===== src/rtl/truco_pkg.sv =====
// Shared truco definitions: round/winner codes, stake ladder, FSM states and the hand verdict rule.
package truco_pkg;

    localparam logic [1:0] R_NONE = 2'b00;
    localparam logic [1:0] R_P1   = 2'b01;
    localparam logic [1:0] R_P2   = 2'b10;
    localparam logic [1:0] R_TIE  = 2'b11;

    localparam logic [1:0] W_VOID = 2'b00;
    localparam logic [1:0] W_P1   = 2'b01;
    localparam logic [1:0] W_P2   = 2'b10;

    localparam logic [3:0] STAKE_1  = 4'd1;
    localparam logic [3:0] STAKE_3  = 4'd3;
    localparam logic [3:0] STAKE_6  = 4'd6;
    localparam logic [3:0] STAKE_9  = 4'd9;
    localparam logic [3:0] STAKE_12 = 4'd12;

    typedef enum logic [2:0] {
        ST_PLAY  = 3'd0,
        ST_JUDGE = 3'd1,
        ST_AWARD = 3'd2,
        ST_CLEAR = 3'd3,
        ST_OVER  = 3'd4
    } state_t;

    typedef struct packed {
        logic       decided;
        logic [1:0] winner;
    } verdict_t;

    function automatic logic [3:0] next_stake(input logic [3:0] s);
        case (s)
            STAKE_1: return STAKE_3;
            STAKE_3: return STAKE_6;
            STAKE_6: return STAKE_9;
            default: return STAKE_12;
        endcase
    endfunction

    // A slot that was played but still reads 00 counts as a tie.
    function automatic logic [1:0] as_result(input logic [1:0] c);
        return (c == R_NONE) ? R_TIE : c;
    endfunction

    // Round codes 01/10 coincide with winner codes 01/10, so results pass straight through.
    function automatic verdict_t judge_hand(input logic [1:0] count, input logic [1:0] s1,
                                            input logic [1:0] s2, input logic [1:0] s3);
        logic [1:0] r1, r2, r3;
        verdict_t   v;
        v.decided = 1'b0;
        v.winner  = W_VOID;
        r1 = R_TIE;
        r2 = R_TIE;
        r3 = R_TIE;
        case (count)
            2'd2: begin
                r1 = as_result(s2);
                r2 = as_result(s1);
                if (r1 != R_TIE && (r2 == r1 || r2 == R_TIE)) begin
                    v.decided = 1'b1;
                    v.winner  = r1;
                end else if (r1 == R_TIE && r2 != R_TIE) begin
                    v.decided = 1'b1;
                    v.winner  = r2;
                end
            end
            2'd3: begin
                r1 = as_result(s3);
                r2 = as_result(s2);
                r3 = as_result(s1);
                v.decided = 1'b1;
                if (r1 == R_TIE && r2 == R_TIE)
                    v.winner = (r3 == R_TIE) ? W_VOID : r3;
                else if (r1 != R_TIE && r2 != R_TIE && r1 != r2)
                    v.winner = (r3 == R_TIE) ? r1 : r3;
                else
                    v.winner = (r1 != R_TIE) ? r1 : r2;
            end
            default: ;
        endcase
        return v;
    endfunction

endpackage


===== src/rtl/truco_hand_judge_stake_ladder.sv =====
// Current hand stake and the stake it had before the last accepted raise (the fold award).
module stake_ladder
    import truco_pkg::*;
(
    input  logic       clk,
    input  logic       clr,
    input  logic       raise,
    input  logic       clear,
    output logic [3:0] stake,
    output logic [3:0] prev_stake
);

    logic [3:0] stake_q, prev_q;

    // A raise at 12 is a no-op, so the fold award stays at the last real step (9).
    always_ff @(posedge clk or posedge clr) begin
        if (clr) begin
            stake_q <= STAKE_1;
            prev_q  <= STAKE_1;
        end else if (clear) begin
            stake_q <= STAKE_1;
            prev_q  <= STAKE_1;
        end else if (raise && stake_q != STAKE_12) begin
            prev_q  <= stake_q;
            stake_q <= next_stake(stake_q);
        end
    end

    assign stake      = stake_q;
    assign prev_stake = prev_q;

endmodule


===== src/rtl/truco_hand_judge.sv =====
// Truco hand judge: samples round results, decides and awards hands, tracks scores and game over.
module truco_hand_judge
    import truco_pkg::*;
#(
    parameter int WIN_SCORE = 12,
    parameter int SCORE_W   = 5
) (
    input  logic               clk,
    input  logic               clr,
    input  logic               round_done,
    input  logic [1:0]         S1,
    input  logic [1:0]         S2,
    input  logic [1:0]         S3,
    input  logic               raise,
    input  logic               fold_p1,
    input  logic               fold_p2,
    output logic [3:0]         stake,
    output logic [SCORE_W-1:0] score_p1,
    output logic [SCORE_W-1:0] score_p2,
    output logic [1:0]         hand_winner,
    output logic               hand_done,
    output logic               rounds_clr,
    output logic               game_over,
    output logic [2:0]         dbg_state
);

    state_t             state_q;
    logic [1:0]         count_q, s1_q, s2_q, s3_q, hand_winner_q;
    logic [SCORE_W-1:0] score_p1_q, score_p2_q;
    logic               hand_done_q, rounds_clr_q, game_over_q;
    logic [3:0]         stake_cur, prev_stake;
    logic               raise_ok, fold_ok, ladder_clear;
    verdict_t           verdict;

    function automatic logic [SCORE_W-1:0] sat_add(input logic [SCORE_W-1:0] s,
                                                   input logic [3:0] amt);
        logic [SCORE_W:0] sum;
        sum = {1'b0, s} + {{(SCORE_W-3){1'b0}}, amt};
        if (sum >= (SCORE_W+1)'(WIN_SCORE))
            return (SCORE_W)'(WIN_SCORE);
        return sum[SCORE_W-1:0];
    endfunction

    always_comb begin
        raise_ok     = (state_q == ST_PLAY) && raise;
        fold_ok      = (state_q == ST_PLAY) && (fold_p1 ^ fold_p2);
        ladder_clear = (state_q == ST_CLEAR);
        verdict      = judge_hand(count_q, s1_q, s2_q, s3_q);
    end

    stake_ladder u_ladder (
        .clk       (clk),
        .clr       (clr),
        .raise     (raise_ok),
        .clear     (ladder_clear),
        .stake     (stake_cur),
        .prev_stake(prev_stake)
    );

    // Scores change on the same edge that raises hand_done, so they read final during AWARD.
    always_ff @(posedge clk or posedge clr) begin
        if (clr) begin
            state_q       <= ST_PLAY;
            count_q       <= 2'd0;
            s1_q          <= R_NONE;
            s2_q          <= R_NONE;
            s3_q          <= R_NONE;
            score_p1_q    <= '0;
            score_p2_q    <= '0;
            hand_winner_q <= W_VOID;
            hand_done_q   <= 1'b0;
            rounds_clr_q  <= 1'b0;
            game_over_q   <= 1'b0;
        end else begin
            hand_done_q   <= 1'b0;
            rounds_clr_q  <= 1'b0;
            hand_winner_q <= W_VOID;
            case (state_q)
                ST_PLAY: begin
                    if (fold_ok) begin
                        state_q     <= ST_AWARD;
                        hand_done_q <= 1'b1;
                        if (fold_p1) begin
                            hand_winner_q <= W_P2;
                            score_p2_q    <= sat_add(score_p2_q, prev_stake);
                        end else begin
                            hand_winner_q <= W_P1;
                            score_p1_q    <= sat_add(score_p1_q, prev_stake);
                        end
                    end else if (round_done) begin
                        s1_q    <= S1;
                        s2_q    <= S2;
                        s3_q    <= S3;
                        count_q <= (count_q == 2'd3) ? 2'd3 : count_q + 2'd1;
                        state_q <= ST_JUDGE;
                    end
                end
                ST_JUDGE: begin
                    if (verdict.decided) begin
                        state_q       <= ST_AWARD;
                        hand_done_q   <= 1'b1;
                        hand_winner_q <= verdict.winner;
                        if (verdict.winner == W_P1)
                            score_p1_q <= sat_add(score_p1_q, stake_cur);
                        else if (verdict.winner == W_P2)
                            score_p2_q <= sat_add(score_p2_q, stake_cur);
                    end else begin
                        state_q <= ST_PLAY;
                    end
                end
                ST_AWARD: begin
                    state_q      <= ST_CLEAR;
                    rounds_clr_q <= 1'b1;
                end
                ST_CLEAR: begin
                    count_q <= 2'd0;
                    s1_q    <= R_NONE;
                    s2_q    <= R_NONE;
                    s3_q    <= R_NONE;
                    if (score_p1_q == (SCORE_W)'(WIN_SCORE) ||
                        score_p2_q == (SCORE_W)'(WIN_SCORE)) begin
                        state_q     <= ST_OVER;
                        game_over_q <= 1'b1;
                    end else begin
                        state_q <= ST_PLAY;
                    end
                end
                default: begin
                    state_q     <= ST_OVER;
                    game_over_q <= 1'b1;
                end
            endcase
        end
    end

    assign stake       = stake_cur;
    assign score_p1    = score_p1_q;
    assign score_p2    = score_p2_q;
    assign hand_winner = hand_winner_q;
    assign hand_done   = hand_done_q;
    assign rounds_clr  = rounds_clr_q;
    assign game_over   = game_over_q;
    assign dbg_state   = state_q;

endmodule


===== config.mk =====
export PLATFORM = sky130hd
export DESIGN_NAME = truco_hand_judge
export DESIGN_NICKNAME = d
export VERILOG_FILES = /design/src/rtl/truco_pkg.sv /design/src/rtl/truco_hand_judge_stake_ladder.sv /design/src/rtl/truco_hand_judge.sv
export SDC_FILE = /design/constraint.sdc
export NUM_CORES = 1
export LEC_CHECK = 0
export ABC_AREA = 1
export CAP_MARGIN = 10
export CORE_UTILIZATION = 42
export CTS_BUF_LIST = sky130_fd_sc_hd__clkbuf_8
export DETAILED_ROUTE_END_ITERATION = 10
export PLACE_DENSITY = 0.6
export SLEW_MARGIN = 20
export SYNTH_ARGS = -nofsm -noshare
export SYNTH_HDL_FRONTEND = slang
export SYNTH_HIERARCHICAL = 1
export SYNTH_SLANG_ARGS = --single-unit

===== constraint.sdc =====
create_clock -name clk -period 2.7 [get_ports clk]
set_input_delay 0.405 -clock clk [delete_from_list [all_inputs] [get_ports clk]]
set_output_delay 0.405 -clock clk [all_outputs]
set_load 0.01 [all_outputs]

==> results of run 1 <==
[synthesized netlist by cell type (3+ instances only)]
master   count
a21oi_1     14
dfrtp_1     32
fa_1         4
ha_1        25
inv_1       57
inv_2        4
nand2_1     81
nand2_2     13
nand2_4      4
nand3_1     42
nand4_1      5
nor2_1      34
nor2_2       3
nor2_4       4
nor3_1       4
o21ai_0     17
o21ai_1     15
xnor2_1      4
xor2_1       3
[final cells by class]
| type | count | area (um2) | area share (%) |
|---|---|---|---|
| Inverter | 61 | 229.0 | 6.841 |
| Sequential cell | 34 | 853.3 | 25.50 |
| Clock inverter | 2 | 12.51 | 0.3738 |
| Multi-Input combinational cell | 289 | 1720 | 51.40 |
| Timing Repair Buffer | 36 | 352.8 | 10.54 |
| Clock buffer | 6 | 82.58 | 2.467 |
| Tap cell | 77 | 96.34 | 2.879 |
[where the power goes]
part / internal, W / switching [W]
Sequential: 0.000712 / 0.000240
Clock: 0.000205 / 0.000196
Combinational: 0.00106 / 0.00157
Total: 0.00198 / 0.00200
[metrics by stage]
stage	total power (W)	setup slack (ns)	instances	hold slack [ns]	cell area (um2)
6_report	0.003985	0.4561	505	0.3875	3347
5_1_grt	0.004439	0.1528	505	0.4275	3347
4_1_cts	0.004016	0.4378	505	0.4006	3347
3_5_place_dp	0.003597	0.4529	497	0.4990	3252
3_3_place_gp	0.003580	0.4725	497	0.4510	3252
2_1_floorplan	0.002900	0.6154	388	0.2192	2828
[state kept, by name, indices dropped and copies added (netlist names)]
| signal | flops |
|---|---|
| dbg_state | 3 |
| hand_done | 1 |
| game_over | 1 |
| score_p2 | 5 |
| u_ladder/prev_stake | 4 |
| s3_q | 2 |
| count_q | 2 |
| s2_q | 2 |
| hand_winner | 2 |
| rounds_clr | 1 |
| u_ladder/stake | 4 |
| score_p1 | 5 |
| s1_q | 2 |
[worst register-to-register path, stage by stage (launching register included)]
cell	delay (ns)
dfstp_2	0.61
ha_1	0.19
inv_1	0.05
fa_1	0.40
o21ai_0	0.24
nand3_1	0.10
o21ai_0	0.17
nand2_1	0.12
nand2_1	0.09
nand2_1	0.05
nand3_1	0.08
nand2_1	0.05
[final timing paths]
path	to	slack (ns)	cells after the start
max in group asynchronous	score_p1[3]$_DFFE_PP0P_	1.92	3
worst max-delay path	score_p2[2]$_DFFE_PP0P_	0.46	11
min in group clk	game_over$_DFFE_PP0P_	0.50	1
worst min-delay path	u_ladder/prev_stake[2]$_DFFE_PP0P_	0.39	2
worst min register to register	game_over$_DFFE_PP0P_	0.50	1
worst max register to register	score_p2[2]$_DFFE_PP0P_	0.46	11
[layer usage]
metal / vias up / global-route usage, % / share of wire, %
li1: 1327 / - / -
met1: 1180 / 28.16 / 50
met2: 50 / 32.64 / 45
met3: 8 / 3.660 / 3.6
met4: 0 / 5.799 / 1.4
met5: - / 0 / 0
[cells by family after synthesis]
logic type	Yosys count	synth area share, %
AOI/OAI and AO/OA	52	10.13
xor gates and xnor gates	7	2.168
adders and majority gates	29	13.89
buffers and inverters	65	8.982
DFF	34	30.18
and+or+nand+nor	201	34.65
[cells in the final DEF, fill, tap and decap left out, types with 4 or more instances in the layout]
master / n
o21ai_1: 15
nand2_1: 81
a21oi_1: 14
nand2_4: 4
o21ai_0: 17
nand2_2: 13
inv_1: 57
fa_1: 4
clkbuf_8: 6
inv_2: 4
ha_1: 25
nand3_1: 42
nor2_1: 34
nand4_1: 5
nor2_4: 4
xnor2_1: 4
clkdlybuf4s50_1: 33
dfrtp_1: 32
nor3_1: 4
==> out/qor.yml, run 1 <==
clock_network:
  postCtsResizedCells: 0
  clockRootBuffer: "clkbuf_8"
  cts_made_buffers: 5
  clk_latency_ns: 0.29
  clock-sinks: 34
  cts_hold_buffers: 0
  cts_setup_buffers: 0
  cts.reportedPaths.clkPinSlew_ns: 0.07
  clockBufferDepth: 2
  htreeDepth: 2
  cts_tree: "yes"
logic_synthesis:
  synth.distinct_cells: 36
  synth_edf_count: 0
  synth_area_leaders: "dfrtp_1 28%, ha_1 11%, nand2_1 11%"
  syn_avg_cell_area_um2: 7.288
  ys_seq_elements: 34
  syn_nets: 429
  synth_top_area_cell: "dfrtp_1"
  ys_async_sr_fraction_pct: 100.0
  synthCells: 388
  ys_seq_area_share_pct: 30.18
  ys.flop_type: "dfrtp_1"
  synth_top_area_share_pct: 28.32
  ys_warn_count: 6
  synthesis.area_um2: 2828
sta:
  period_share_pct: 83.11
  relSlewSlack_pct: 69.28
  min_period_ns: 2.244
  finalHoldViolCount: 0
  tns_ns: 0
  drv_slew: 0
  setup_viol: 0
  max_freq_mhz: 445.7
  skew_ns: 0.01286
  worst_slew_pin_slew_ns: 0.4592
  rsz0062_at_grt: "false"
power_and_ir_drop:
  power.leakage_nw: 1.654
  power.density_nw_per_um2: 1191
  peakVddDrop_v: 0.0004493
global_route:
  grt_pass1_vias: 2456
  grt_pass1_wl_um: 11540
  grt_usage_pct: 20.39
  antenna_found_initial: 0
  grt_max_degree: 27
  grt-ovfl-total: 0
setup_path:
  max_stage_delay_ns: 0.61
  critPathLaunch: "u_ladder/stake[0]$_DFFE_PP1P_"
  slowest_stage: "dfstp_2"
  worstPathArrival_ns: 2.43
  start_kind: "flip-flop"
  endpoint_kind: "flip-flop"
  crit_chain: "ha_1, inv_1, fa_1, o21ai_0, nand3_1, o21ai_0, nand2_1, nand2_1, nand2_1, nand3_1, nand2_1"
  crit_family: "flip-flops"
  required_ns: 2.88
  r2r-start: "u_ladder/stake[0]$_DFFE_PP1P_"
  path_class: "reg2reg"
  critical_path.max_fanout: 7
  critPathBufInv: 1
  path_common_cell: "nand2_1"
placement:
  gp_congestion: 0.8592
  dp_hpwl_um: 5172
  io_buffers: 33
die:
  die_h_um: 84.05
  core_um2: 6422
  dieArea_um2: 7064
  ios: 34
  num_rows: 29
  die_w_um: 84.05
  start_util_pct: 44.03
drt:
  vias_per_cell: 5.079
  ant_nets: 0
  dr_total_vias: 2565
  routed_wirelength_um: 6487
  wire_per_inst_um: 12.85
  firstDrtPassIters: 4
  drtIter0Drc: 83
  drc_errors: 0
layout:
  n_fill_cell: 647
  area_delta_synth_final_pct: 18.36
  drive_gt1_share_pct: 11.92
  diodes: 0
  finalNetCount: 468
  fin_util_pct: 52.11
run_status:
  status: "complete, no violations"
run:
  cap_violations: 0
min_path:
  hp-class: "in2async"
No activity file was read; power rests on OpenSTA's default activity.
==> run 2, diff against run 1 <==
--- a/config.mk
+++ b/config.mk
@@ -10,7 +10,7 @@
 export CORE_UTILIZATION = 42
 export CTS_BUF_LIST = sky130_fd_sc_hd__clkbuf_8
 export DETAILED_ROUTE_END_ITERATION = 10
-export PLACE_DENSITY = 0.6
+export PLACE_DENSITY = 0.62
 export SLEW_MARGIN = 20
 export SYNTH_ARGS = -nofsm -noshare
 export SYNTH_HDL_FRONTEND = slang
==> constraint.sdc (replaced) <==
create_clock -name clk -period 1.8 [get_ports clk]
set_input_delay 0.27 -clock clk [delete_from_list [all_inputs] [get_ports clk]]
set_output_delay 0.27 -clock clk [all_outputs]
set_load 0.01 [all_outputs]
==> out/qor.yml, run 2 (synthesized netlist as in run 1, its figures left out) <==
run_status:
  status: "complete, but fails checks"  # was complete, no violations
  violations: "DRC, setup timing"
sta:
  finalHoldViolCount: 0  # unchanged
  max_freq_mhz: 469.8  # was 445.7 MHz
  whs_ns: 0.2561  # was 0.3875 ns
  period_share_pct: 118.3  # was 83.11%
  rsz0062_at_grt: "true"  # was false
  setup_viol: 10  # was 0
  drv_slew: 0  # unchanged
  setup_ws_ns: -0.3287  # was 0.4561 ns
  min_period_ns: 2.129  # was 2.244 ns
  tns_ns: -2.488  # was 0 ns
  relSlewSlack_pct: 71.32  # was 69.28%
  skew_ns: 0.004909  # was 0.01286 ns
  worst_slew_pin_slew_ns: 0.4298  # was 0.4592 ns
die:
  core_um2: 6422  # unchanged
  die_h_um: 84.05  # unchanged
  num_rows: 29  # unchanged
  ios: 34  # unchanged
  dieArea_um2: 7064  # unchanged
  die_w_um: 84.05  # unchanged
  start_util_pct: 44.03  # unchanged
setup_path:
  worstPathArrival_ns: 2.36  # was 2.43 ns
  r2r-start: "u_ladder/stake[0]$_DFFE_PP1P_"  # unchanged
  endpoint_kind: "flip-flop"  # unchanged
  r2r_slack_ns: -0.33  # was 0.46 ns
  critPathLaunch: "u_ladder/stake[0]$_DFFE_PP1P_"  # unchanged
  start_kind: "flip-flop"  # unchanged
  required_ns: 2.03  # was 2.88 ns
  path_class: "reg2reg"  # unchanged
  critPathBufInv: 2  # was 1
  slowest_stage: "dfstp_2"  # unchanged
  r2r_end: "score_p1[0]$_DFFE_PP0P_"  # was score_p2[2]$_DFFE_PP0P_
  max_stage_delay_ns: 0.60  # was 0.61 ns
  r2r.worst_path.cells: 11  # unchanged
  crit_family: "simple AND/OR/NAND/NOR gates"  # was flip-flops
  critical_path.max_fanout: 4  # was 7
  crit_chain: "ha_2, inv_2, fa_2, nand3b_1, nand3_1, nand2_2, nor3_4, nand2_1, o21ai_1, inv_1, o21ai_1"  # was ha_1, inv_1, fa_1, o21ai_0, nand3_1, o21ai_0, nand2_1, nand2_1, nand2_1, nand3_1, nand2_1
  cp_num_cells: 11  # unchanged
  path_common_cell: "o21ai_1"  # was nand2_1
  crit_end: "score_p1[0]$_DFFE_PP0P_"  # was score_p2[2]$_DFFE_PP0P_
placement:
  gp_congestion: 0.8717  # was 0.8592
  io_buffers: 33  # unchanged
  dp_hpwl_um: 6051  # was 5172 um
  dp_cells: 552  # was 497
global_route:
  grt_usage_pct: 24.41  # was 20.39%
  grt_pass1_vias: 2752  # was 2456
  grt_use_met3_pct: 3.561  # was 3.660%
  grt_max_degree: 20  # was 27
  grtUsageMet2_pct: 38.38  # was 32.64%
  grt_pass1_wl_um: 13460  # was 11540 um
  grt-ovfl-total: 0  # unchanged
  grt_use_met1_pct: 34.86  # was 28.16%
  grt_busiest_layer: "met2"  # unchanged
  antenna_found_initial: 0  # unchanged
layout:
  layout_common_cells: "75 x nand2_1, 66 x buf_4, 42 x inv_1, 36 x nand3_1, 32 x clkdlybuf4s50_1"  # was 81 x nand2_1, 57 x inv_1, 42 x nand3_1, 34 x nor2_1, 33 x clkdlybuf4s50_1
  diodes: 0  # unchanged
  area_delta_synth_final_pct: 47.52  # was 18.36%
  finalNetCount: 535  # was 468
  drive_gt1_share_pct: 35.96  # was 11.92%
  stdcell_count: 572  # was 505
  fin_util_pct: 64.95  # was 52.11%
  layout_commonest_cell: "nand2_1"  # unchanged
clock_network:
  clock-sinks: 34  # unchanged
  clk_latency_ns: 0.29  # about the same
  cts_made_buffers: 5  # unchanged
  clockRootBuffer: "clkbuf_8"  # unchanged
  clockBufferDepth: 2  # unchanged
  cts.reportedPaths.clkPinSlew_ns: 0.08  # was 0.07 ns
  htreeDepth: 2  # unchanged
  cts_tree: "yes"  # unchanged
drt:
  drc_errors: 2  # was 0
  firstDrtPassIters: 7  # was 4
  vias_per_cell: 5.084  # was 5.079
  drtIter0Drc: 110  # was 83
  wire_per_inst_um: 14.26  # was 12.85 um
  ant_nets: 0  # unchanged
  dr_total_vias: 2908  # was 2565
  routed_wirelength_um: 8157  # was 6487 um
run:
  cap_violations: 0  # unchanged
power_and_ir_drop:
  power.leakage_nw: 2.013  # was 1.654 nW
  peakVddDrop_v: 0.0007973  # was 0.0004493 V
  power.density_nw_per_um2: 1890  # was 1191 nW/um2
min_path:
  hp-class: "in2async"  # unchanged
run 2: changes by cell type in the layout (fill, tap and decap cells not counted), sizes merged:
cell	change
dlygate4sd2	+1
clkinvlp	-1
clkdlybuf4s50	-1
bufinv	+2
nand3	+1
clkbuf	-1
buf	+66
run 2: how the worst min path moves through the flow:
stage | end | slack [ns]
2_1_floorplan | u_ladder/prev_stake[1]$_DFFE_PP0P_ | 0.08
3_3_place_gp | game_over$_DFFE_PP0P_ | 0.46
3_5_place_dp | game_over$_DFFE_PP0P_ | 0.47
4_1_cts | u_ladder/stake[1]$_DFFE_PP0P_ | 0.27
5_1_grt | u_ladder/stake[1]$_DFFE_PP0P_ | 0.29
6_report | u_ladder/stake[1]$_DFFE_PP0P_ | 0.26
run 2: per-layer routing:
| metal | wire (um) | share of wire [%] |
|---|---|---|
| met5 | 0 | 0 |
| met1 | 4049 | 50 |
| met3 | 337 | 4.1 |
| met4 | 133 | 1.6 |
| met2 | 3637 | 45 |
run 2: per-stage QoR:
step | setup WS, ns | instance area, um2 | total power (W)
after floorplan | -0.2814 | 2860 | 0.004396
after global placement | -0.3538 | 3722 | 0.006191
after detailed placement | -0.4166 | 3722 | 0.006265
after CTS | -0.3159 | 3986 | 0.007369
after global routing | -0.4498 | 4172 | 0.008572
final | -0.3287 | 4172 | 0.007882
run 2: worst register-to-register path: stages, from the launching register on:
cell and delay [ns]:
dfstp_2 0.60, ha_2 0.19, inv_2 0.04, fa_2 0.33, nand3b_1 0.18, nand3_1 0.11, nand2_2 0.07, nor3_4 0.17
nand2_1 0.10, o21ai_1 0.12, inv_1 0.05, o21ai_1 0.11
run 2: report_power, final:
part           internal, W  total [W]  switching (W)
Clock             0.000555   0.000872       0.000317
Combinational      0.00259    0.00559        0.00300
Sequential         0.00108    0.00142       0.000341
Total              0.00422    0.00788        0.00366
run 2: what timing repair did:
item / 4_1_cts / 5_1_grt
pin swaps: 23 / 18
setup endpoints to repair: 12 / 14
hold buffers: 0 / 0
cloned: 0 / 1
resized for setup: 32 / 35
setup buffers: 4 / 7
endpoints found under the hold margin: 0 / 0
run 2: final cells by class:
cell class / instances / area, um2
Clock inverter: 3 / 68.82
Multi-Input combinational cell: 290 / 1971
Inverter: 61 / 231.5
Sequential cell: 34 / 859.6
Clock buffer: 5 / 68.82
Timing Repair Buffer: 102 / 875.8
Tap cell: 77 / 96.34
Fill cell: 585 / 2251
==> run 3, diff against run 2 <==
--- a/config.mk
+++ b/config.mk
@@ -11,6 +11,7 @@
 export CTS_BUF_LIST = sky130_fd_sc_hd__clkbuf_8
 export DETAILED_ROUTE_END_ITERATION = 10
 export PLACE_DENSITY = 0.62
+export SKIP_LAST_GASP = 1
 export SLEW_MARGIN = 20
 export SYNTH_ARGS = -nofsm -noshare
 export SYNTH_HDL_FRONTEND = slang
==> out/qor.yml, run 3 (synthesized netlist as in run 1, its figures left out) <==
drt:
  firstDrtPassIters: 7  # unchanged
  routed_wirelength_um: 8253  # was 8157 um
  ant_nets: 0  # unchanged
  wire_per_inst_um: 14.43  # was 14.26 um
  dr_total_vias: 2902  # was 2908
  vias_per_cell: 5.073  # was 5.084
  drc_errors: 2  # unchanged
  drtIter0Drc: 123  # was 110
run_status:
  violations: "DRC, setup timing"  # unchanged
  status: "complete, but fails checks"  # unchanged
power_and_ir_drop:
  p_clk_share_pct: 11.0  # was 11.1%
  power.density_nw_per_um2: 1895  # was 1890 nW/um2
  sw_frac_of_total_pct: 46.55  # was 46.43%
  power.share.sequential_pct: 17.9  # was 18.0%
  p_comb_share_pct: 71.1  # was 70.9%
  power.leakage_nw: 2.013  # about the same
  peakVddDrop_v: 0.0007963  # was 0.0007973 V
  netSwitchingPower_w: 0.003673  # was 0.003660 W
  intPower_w: 0.004218  # was 0.004222 W
global_route:
  grt_pass1_wl_um: 13460  # unchanged
  antenna_found_initial: 0  # unchanged
  grt_pass1_vias: 2752  # unchanged
  grt-ovfl-total: 0  # unchanged
  grt_max_degree: 20  # unchanged
  grt_usage_pct: 24.41  # unchanged
placement:
  dp_hpwl_um: 6051  # unchanged
  io_buffers: 33  # unchanged
  place_ws_ns: -0.4166  # unchanged
  gp_congestion: 0.8717  # unchanged
run:
  cap_violations: 0  # unchanged
clock_network:
  clockBufferDepth: 2  # unchanged
  cts_hold_buffers: 0  # unchanged
  cts_tree: "yes"  # unchanged
  clock-sinks: 34  # unchanged
  clk_latency_ns: 0.29  # about the same
  clockRootBuffer: "clkbuf_8"  # unchanged
  cts_made_buffers: 5  # unchanged
  cts.reportedPaths.clkPinSlew_ns: 0.08  # about the same
  htreeDepth: 2  # unchanged
layout:
  regArea_um2: 859.6  # unchanged
  finalNetCount: 535  # unchanged
  diodes: 0  # unchanged
  drive_gt1_share_pct: 35.96  # unchanged
  multi_input_area_um2: 1967  # was 1971 um2
  layout_commonest_cell: "nand2_1"  # unchanged
  n_fill_cell: 587  # was 585
  layout_common_cells: "74 x nand2_1, 67 x buf_4, 43 x inv_1, 36 x nand3_1, 32 x clkdlybuf4s50_1"  # was 75 x nand2_1, 66 x buf_4, 42 x inv_1, 36 x nand3_1, 32 x clkdlybuf4s50_1
  area_delta_synth_final_pct: 47.26  # was 47.52%
sta:
  rsz0062_at_grt: "true"  # unchanged
  setup_ws_ns: -0.3504  # was -0.3287 ns
  setup_viol: 9  # was 10
  skew_ns: 0.005695  # was 0.004909 ns
  drv_slew: 0  # unchanged
  period_share_pct: 119.5  # was 118.3%
  min_period_ns: 2.150  # was 2.129 ns
  finalHoldViolCount: 0  # unchanged
  relSlewSlack_pct: 72.38  # was 71.32%
  whs_ns: 0.2537  # was 0.2561 ns
  tns_ns: -2.573  # was -2.488 ns
  worst_slew_pin_slew_ns: 0.4138  # was 0.4298 ns
  max_freq_mhz: 465.0  # was 469.8 MHz
setup_path:
  path_class: "reg2reg"  # unchanged
  max_stage_delay_ns: 0.60  # about the same
  endpoint_kind: "flip-flop"  # unchanged
  required_ns: 2.02  # was 2.03 ns
  crit_family: "simple AND/OR/NAND/NOR gates"  # unchanged
  slowest_stage: "dfstp_2"  # unchanged
  critPathBufInv: 2  # unchanged
  critical_path.max_fanout: 4  # unchanged
  crit_chain: "ha_2, inv_2, fa_2, nand3b_1, nand3_1, nand2_2, nor3_4, nand2_1, o21ai_1, inv_1, o21ai_1"  # unchanged
  path_common_cell: "o21ai_1"  # unchanged
  start_kind: "flip-flop"  # unchanged
  worstPathArrival_ns: 2.37  # was 2.36 ns
die:
  start_util_pct: 44.03  # unchanged
  die_h_um: 84.05  # unchanged
  ios: 34  # unchanged
  die_w_um: 84.05  # unchanged
  dieArea_um2: 7064  # unchanged
  num_rows: 29  # unchanged
  core_um2: 6422  # unchanged
min_path:
  hp-class: "in2async"  # unchanged
run 3: final cells by class:
type	count	share of cell area, %
multi-input cells	290	47.24
repair buffers	102	20.94
flip-flops and latches	34	20.64
inverters	61	5.559
well taps	77	2.314
clock buffers	5	1.653
clock inverters	3	1.653
run 3: metal layers:
layer / vias to the layer above / share of wire, % / routed length (um) / global-route usage [%]
met5: - / 0 / 0 / 0
met4: 0 / 1.4 / 116 / 6.740
met3: 14 / 4.2 / 349 / 3.561
met2: 75 / 46 / 3802 / 38.38
met1: 1353 / 48 / 3984 / 34.86
li1: 1460 / - / - / -
run 3: metrics by stage:
| stage | power (W) | cell area, um2 | util [%] | cells |
|---|---|---|---|---|
| finish | 0.007891 | 4164 | 64.84 | 572 |
| global route | 0.008592 | 4164 | 64.84 | 572 |
| CTS | 0.007367 | 3984 | 62.03 | 564 |
| detailed placement | 0.006265 | 3722 | 57.96 | 552 |
| global placement | 0.006191 | 3722 | 57.96 | 552 |
| floorplan | 0.004396 | 2860 | - | 388 |
run 3: what timing repair did:
item	4_1_cts	5_1_grt
resized for setup	31	34
cloned	0	1
setup buffers	4	7
pin swaps	21	17
setup endpoints to repair	12	14
run 3: worst reg2reg max path: stages (launching register included):
cell	delay, ns
dfstp_2	0.60
ha_2	0.19
inv_2	0.04
fa_2	0.33
nand3b_1	0.18
nand3_1	0.11
nand2_2	0.07
nor3_4	0.18
nand2_1	0.10
o21ai_1	0.12
inv_1	0.05
o21ai_1	0.11
run 3: final timing paths:
path	startpoint	end	slack, ns	cells after the start
worst max-delay path	u_ladder/stake[0]$_DFFE_PP1P_	score_p1[0]$_DFFE_PP0P_	-0.35	11
worst max register to register	u_ladder/stake[0]$_DFFE_PP1P_	score_p1[0]$_DFFE_PP0P_	-0.35	11
worst min register to register	game_over$_DFFE_PP0P_	game_over$_DFFE_PP0P_	0.49	1
min in group clk	game_over$_DFFE_PP0P_	game_over$_DFFE_PP0P_	0.49	1
max in group asynchronous	clr	score_p2[4]$_DFFE_PP0P_	1.09	3
worst min-delay path	clr	u_ladder/stake[1]$_DFFE_PP0P_	0.25	2
run 3: power groups by stage:
stage	Sequential, W	Clock (W)	Combinational [W]
floorplan	0.00142	0	0.00297
global placement	0.00137	0	0.00482
detailed placement	0.00138	0	0.00488
CTS	0.00138	0.000879	0.00511
global route	0.00145	0.000910	0.00623
finish	0.00142	0.000866	0.00561
